<file path="src/rtl/bit_iter.sv">
// Sequential set-bit iterator: accepts a W-bit mask and a start position and
// emits the index of each set bit, ascending from the start with wrap-around.
module bit_iter #(
    parameter int W = 32,
    localparam int IW = $clog2(W)
) (
    input  logic          clk,
    input  logic          arst_n,
    input  logic          in_vld_i,
    output logic          in_rdy_o,
    input  logic [W-1:0]  in_x_i,
    input  logic [IW-1:0] in_pos_i,
    output logic          out_vld_o,
    input  logic          out_rdy_i,
    output logic [IW-1:0] out_idx_o,
    output logic          out_last_o,
    output logic          empty_o,
    input  logic          abort_i,
    output logic          busy_o
);

    typedef enum logic {IDLE, RUN} state_e;

    state_e        st_q, st_d;
    logic [W-1:0]  mask_q, mask_d;
    logic [IW-1:0] pos_q, pos_d;
    logic          empty_q, empty_d;

    logic [W-1:0]  rot;
    logic [IW-1:0] rot_idx;
    logic [IW-1:0] hit_idx;
    logic          run;
    logic          last;

    assign run = (st_q == RUN);

    // Rotate so that bit pos_q lands at position 0; the lowest set bit of the
    // rotated mask is then the first hit of the cyclic scan.
    always_comb begin
        rot = '0;
        for (int i = 0; i < W; i++) begin
            rot[i] = mask_q[IW'(i) + pos_q];
        end
    end

    always_comb begin
        rot_idx = '0;
        for (int i = W - 1; i >= 0; i--) begin
            if (rot[i]) rot_idx = IW'(i);
        end
    end

    assign hit_idx = rot_idx + pos_q;
    // RUN guarantees a non-zero mask, so "no bit left after clearing the
    // lowest one" is the same as popcount == 1.
    assign last    = run && ((mask_q & (mask_q - W'(1))) == '0);

    always_comb begin
        // NOTE: every next-state signal gets a default first so no path leaves
        // it unassigned, which would otherwise infer a latch.
        st_d    = st_q;
        mask_d  = mask_q;
        pos_d   = pos_q;
        empty_d = 1'b0;
        case (st_q)
            IDLE: begin
                if (in_vld_i && !abort_i) begin
                    if (in_x_i != '0) begin
                        mask_d = in_x_i;
                        pos_d  = in_pos_i;
                        st_d   = RUN;
                    end else begin
                        empty_d = 1'b1;
                    end
                end
            end
            RUN: begin
                if (out_rdy_i) begin
                    mask_d = mask_q & ~(W'(1) << hit_idx);
                    pos_d  = hit_idx + IW'(1);
                    if (last) st_d = IDLE;
                end
                if (abort_i) begin
                    mask_d = '0;
                    st_d   = IDLE;
                end
            end
            default: st_d = IDLE;
        endcase
    end

    // NOTE: sequential state uses non-blocking assignments so all registers
    // update together from values sampled at the same edge.
    always_ff @(posedge clk or negedge arst_n) begin
        if (!arst_n) begin
            st_q    <= IDLE;
            mask_q  <= '0;
            pos_q   <= '0;
            empty_q <= 1'b0;
        end else begin
            st_q    <= st_d;
            mask_q  <= mask_d;
            pos_q   <= pos_d;
            empty_q <= empty_d;
        end
    end

    assign in_rdy_o   = (st_q == IDLE);
    assign busy_o     = run;
    assign out_vld_o  = run;
    assign out_idx_o  = run ? hit_idx : '0;
    assign out_last_o = last;
    assign empty_o    = empty_q;

endmodule
</file>
<file path="config.mk">
export PLATFORM = sky130hd
export DESIGN_NAME = bit_iter
export DESIGN_NICKNAME = d
export VERILOG_FILES = /design/src/rtl/bit_iter.sv
export SDC_FILE = /design/constraint.sdc
export NUM_CORES = 1
export LEC_CHECK = 0
export CAP_MARGIN = 40
export CELL_PAD_IN_SITES_DETAIL_PLACEMENT = 1
export CELL_PAD_IN_SITES_GLOBAL_PLACEMENT = 1
export CORE_MARGIN = 4
export CORE_UTILIZATION = 50
export CTS_CLUSTER_SIZE = 30
export DETAILED_ROUTE_END_ITERATION = 12
export PLACE_DENSITY = 0.95
export SLEW_MARGIN = 0
export SYNTH_ARGS = -nofsm -noshare
export SYNTH_HDL_FRONTEND = slang
export SYNTH_SLANG_ARGS = --single-unit
export TNS_END_PERCENT = 10
</file>
<file path="constraint.sdc">
create_clock -name clk -period 10.5 [get_ports clk]
set_input_delay 1.05 -clock clk [delete_from_list [all_inputs] [get_ports clk]]
set_output_delay 1.05 -clock clk [all_outputs]
set_load 0.02 [all_outputs]
</file>
==> reports/results.tsv, run 1 <==
metric	value	unit
FFs w/ async S/R, synth	100	%
status	finished, final reports clean	
Filler cells	1143	
postcts setup bufs	0	
Finished Cell Area	0.00603	mm2
Avg Inst Size Synth	10.3	um2
DR iter-0 viols	609	
CTS tree	built	
post-CTS sizing	0	
# IOs	52	
Clock Latency Late Sink	310	ps
overall die height	111	um
CP Cell Sequence	buf_4 > inv_1 > ha_1 > mux4_2 > mux4_2 > mux2i_1 > o21ai_0 > a21boi_0 > o21ai_0 > a21oi_1 > o31ai_1 > ha_1 > fa_1 > a21o_1 > a21oi_1 > xnor2_1 > xnor2_2 > buf_6 > nor2_1 > clkdlybuf4s50_1	
endpoint class of the critical path	output port	
Critical Path Start Type	flip-flop	
post-route minimum period	7910	ps
Post-synth top cells	mux4_2, mux2i_1, dfrtp_1, nor2_1, nand2_1	
Yosys top cell area share	27.8	%
Tot GR Track Use	29.8	%
final worst-path cycle share	75.3	%
Core Region	0.0104	mm2
Synth Register Bits	39	
antenna violations before repair	0	
DRC viols	0	
most common cell in the netlist	mux4_2	
Worst-Margin Slew	948	ps
Mapped Area	0.00534	mm2
dpl hpwl	14700	um
WS Path Type	reg -> out	
CP top delay family	multiplexers	
final WL	18600	um
die area	0.0124	mm2
CP Buf/Inv Count	4	
max-slew violation count	0	
worst hold path class	in -> async	
H-tree depth	2	
Setup-failing EPs final	0	
Post-layout nets	618	
first-pass iteration count of the detailed router	5	
CTS Hold Bufs	0	
FF+latch area	977	um2
CP max stage cell	ha_1	
WP data required	9450	ps
Synth area leader	mux4_2	
DR vias/cell	7.37	
Cell variety after synth	53	
Vias	5083	
share of cells above drive strength 1	17.3	%
sequential fraction of the synthesis area	18.3	%
top_reg_cell synth	dfrtp_1	
CTS Buf Count	5	
Post-synth EDFFs	0	
YS warnings	0	
IO buf count	51	
RSZ-0062 raised after global routing	false	
total congestion overflow	0	
Setup TNS Final	0	ps
num rows	37	
vias in the first global route	5416	
Routed WL per cell	27.0	um
DP Area	0.00593	mm2
# clock sinks	39	
syn_nets	585	
Synth area leaders	mux4_2, dfrtp_1, mux2i_1	
Placer Congestion	0.982	
ANT cells	0	
Multi-input gate area	0.00413	mm2
Crit path largest cell delay	790	ps
worst rel slew slack	36.3	%
f_max	126	MHz
crit-path max FO	40	
die width	111	um
Clk pin slew, worst setup/hold paths	90	ps
Area Overhead vs Synth	12.9	%
worst clock skew	7.42	ps
largest net degree at the start of global routing	41	
maximum clock insertion buffer count	2	
Worst EP arrival	6860	ps
first-pass GRT wire length	29900	um
remaining antenna violation count	0	
CTS root buf	clkbuf_8	
Max-cap violations	0	
initial core utilization	51.5	%
Hold Vio Cnt, Final	0	
Mapped Cells	520	
==> registers in the layout, indices dropped and copies added (netlist names) <==
signal	flops
pos_q	5
busy_o	1
empty_o	1
mask_q	32
==> final timing paths <==
kind,slack [ps],startpoint,cells after the start,endpoint
setup reg to reg,3500,pos_q[0]$_DFFE_PN0P_,18,mask_q[29]$_DFFE_PN0P_
hold / removal,530,arst_n,1,empty_o$_DFF_PN0_
hold reg to reg,720,mask_q[8]$_DFFE_PN0P_,1,mask_q[8]$_DFFE_PN0P_
min in group clk,720,mask_q[8]$_DFFE_PN0P_,1,mask_q[8]$_DFFE_PN0P_
max in group asynchronous,9550,arst_n,2,pos_q[0]$_DFFE_PN0P_
setup / recovery,2590,pos_q[0]$_DFFE_PN0P_,20,out_idx_o[4]
==> cell type report <==
class	instances	share of cell area [%]
clock buffer	5	1.14
multi-input combinational	428	68.5
sequential	39	16.2
tap	136	2.82
clock inverter	3	0.415
inverter	19	1.18
timing repair buffer	60	9.78
==> layout by cell type, fill, tap and decap left out, types with 22 or more instances in the layout <==
cell type        instances
a21oi_1                 26
a32o_1                  26
clkdlybuf4s50_1         50
dfrtp_1                 38
ha_1                    22
mux2i_1                 48
mux4_2                  66
nand2_1                 32
nand3_1                 31
nor2_1                  32
==> stage by stage <==
stage	hold slack, ps	util, %	std cells	setup slack [ps]
6_report	535	58.1	690	2590
5_1_grt	528	58.1	690	2230
4_1_cts	534	58.1	690	2640
3_5_place_dp	682	57.2	682	3000
3_3_place_gp	624	56.9	679	3180
2_1_floorplan	568	-	520	4040
==> routing by layer <==
layer	GRT usage (%)	wire length, um	share of wire (%)	up-vias
met2	51.9	9460	51	291
li1	-	-	-	2149
met5	0	0	0	-
met3	3.80	1200	6.4	60
met1	36.4	7050	38	2583
met4	15.1	913	4.9	0
==> logic make-up after synthesis <==
| kind of cell | count (synthesis) | synth area share (%) |
|---|---|---|
| buffers and inverters | 53 | 4.50 |
| adders and majority gates | 30 | 6.84 |
| and+or+nand+nor | 146 | 13.2 |
| xor gates and xnor gates | 30 | 5.48 |
| AOI/OAI and AO/OA | 106 | 14.4 |
| DFF | 39 | 18.3 |
| muxes | 116 | 37.3 |
Power of run 1 is not shown: default switching activity piles up to over one toggle a cycle in this logic, so the estimate is an artifact.
==> run 2, diff against run 1 <==
CORE_UTILIZATION = 47   (was 50)
PLACE_DENSITY = 0.93   (was 0.95)
clock period = 7.4 ns   (was 10.5 ns; I/O delays follow)
==> reports/results.tsv, run 2 (same netlist as run 1, synthesis figures left out) <==
metric	value	unit	change
# clock sinks	39		unchanged
num rows	38		was 37
Clk pin slew, worst setup/hold paths	60	ps	was 90 ps
endpoint class of the critical path	output port		unchanged
Largest register FFs	32		unchanged
Routed WL per cell	30.0	um	was 27.0 um
CTS Hold Bufs	0		unchanged
final worst-path cycle share	94.7	%	
total congestion overflow	0		unchanged
# IOs	52		unchanged
Clock Latency Late Sink	290	ps	was 310 ps
first-pass iteration count of the detailed router	6		was 5
worst hold path class	in -> async		unchanged
share of cells above drive strength 1	17.6	%	was 17.3%
Setup-failing EPs final	0		unchanged
post-route minimum period	7010	ps	
Post-layout nets	620		was 618
Placer Congestion	0.947		was 0.982
H-tree depth	2		unchanged
dpl hpwl	15300	um	was 14700 um
status	finished, final reports clean		unchanged
Vias	5312		was 5083
ANT cells	0		unchanged
WP data required	6660	ps	was 9450 ps
CTS tree	built		unchanged
DR vias/cell	7.63		was 7.37
crit-path max FO	19		was 40
Worst-Margin Slew	895	ps	was 948 ps
Core Region	0.0110	mm2	was 0.0104 mm2
vias in the first global route	5784		was 5416
largest net degree at the start of global routing	40		was 41
Area Overhead vs Synth	14.6	%	was 12.9%
most common cell after layout, fill and taps aside	mux4_2		unchanged
f_max	143	MHz	
post-CTS sizing	0		unchanged
most frequent cells in the layout	mux4_2, clkdlybuf4s50_1, mux2i_1		unchanged
CTS root buf	clkbuf_16		was clkbuf_8
WS Path Type	reg -> out		unchanged
IO buf count	51		unchanged
initial core utilization	48.6	%	was 51.5%
maximum clock insertion buffer count	2		unchanged
Hold Vio Cnt, Final	0		unchanged
antenna violations before repair	0		unchanged
overall die height	115	um	was 111 um
CTS Buf Count	5		unchanged
Setup TNS Final	0	ps	unchanged
RSZ-0062 raised after global routing	false		unchanged
worst clock skew	4.20	ps	was 7.42 ps
die width	115	um	was 111 um
Critical Path Start Type	flip-flop		unchanged
die area	0.0131	mm2	was 0.0124 mm2
first-pass GRT wire length	33400	um	was 29900 um
top flop regs	mask_q (32), pos_q (5)		unchanged
worst rel slew slack	39.9	%	was 36.3%
Tot GR Track Use	32.8	%	was 29.8%
postcts setup bufs	0		unchanged
max-slew violation count	0		unchanged
Worst EP arrival	6270	ps	was 6860 ps
Max-cap violations	0		unchanged
remaining antenna violation count	0		unchanged
DR iter-0 viols	829		was 609
DRC viols	0		unchanged
final WL	20900	um	was 18600 um
Top reg by flops	mask_q		unchanged
==> run 2: cell types whose count changed in the layout (fill, tap and decap cells not counted) <==
cell	change
clkbuf_16	+5
inv_6	+1
clkbuf_8	-5
clkinv_4	-2
bufinv_16	+1
buf_2	+2
==> run 2: path summary, 6_finish.rpt <==
kind                                             start                endpoint  slack (ps)  depth (start not counted)
worst max-delay path              pos_q[1]$_DFFE_PN0P_            out_idx_o[4]         390                         19
worst min-delay path                            arst_n       empty_o$_DFF_PN0_         280                          1
worst max register to register    pos_q[1]$_DFFE_PN0P_   mask_q[6]$_DFFE_PN0P_         870                         17
worst min register to register  mask_q[13]$_DFFE_PN0P_  mask_q[13]$_DFFE_PN0P_         700                          1
max in group asynchronous                       arst_n    pos_q[0]$_DFFE_PN0P_        6680                          2
min in group clk                mask_q[13]$_DFFE_PN0P_  mask_q[13]$_DFFE_PN0P_         700                          1
==> run 2: per-layer routing <==
metal	wire length (um)	track usage [%]	part of all wire [%]	vias up
met5	0	0	0	-
met4	1390	17.2	6.6	0
met3	1780	5.44	8.5	119
met2	10300	56.5	49	387
met1	7420	39.0	36	2656
li1	-	-	-	2150
==> run 2: final cells by class <==
cell class / count / area [um2]
fill: 1183 / 4860
multi-input combinational: 428 / 4130
sequential: 39 / 977
timing repair buffer: 62 / 599
clock buffer: 5 / 125
tap: 140 / 175
clock inverter: 3 / 46.3
inverter: 19 / 71.3
==> run 2: stage by stage <==
| step | utilization, % | instances | hold WS [ps] | area, um2 | setup slack [ps] |
|---|---|---|---|---|---|
| final | 55.7 | 696 | 276 | 6120 | 393 |
| after floorplan | - | 520 | 444 | 5340 | 1250 |
| after CTS | 55.7 | 695 | 277 | 6120 | 507 |
| after global routing | 55.7 | 696 | 279 | 6120 | 196 |
| after detailed placement | 54.1 | 687 | 588 | 5940 | 897 |
| after global placement | 53.8 | 684 | 630 | 5910 | 914 |
==> run 2: critical path, cell delays in order (launching register included) <==
cell,delay (ps)
dfrtp_1,370
inv_1,120
ha_1,800
mux4_2,660
mux4_2,500
mux2i_1,270
inv_1,70
o21ai_0,270
o21ai_0,160
a21oi_1,210
o31ai_1,110
ha_1,210
fa_1,420
a21o_1,200
a21oi_1,170
xnor2_1,290
xnor2_2,180
buf_6,200
nor2_1,120
clkdlybuf4s50_1,640
Power of run 2 is left out for the same reason.
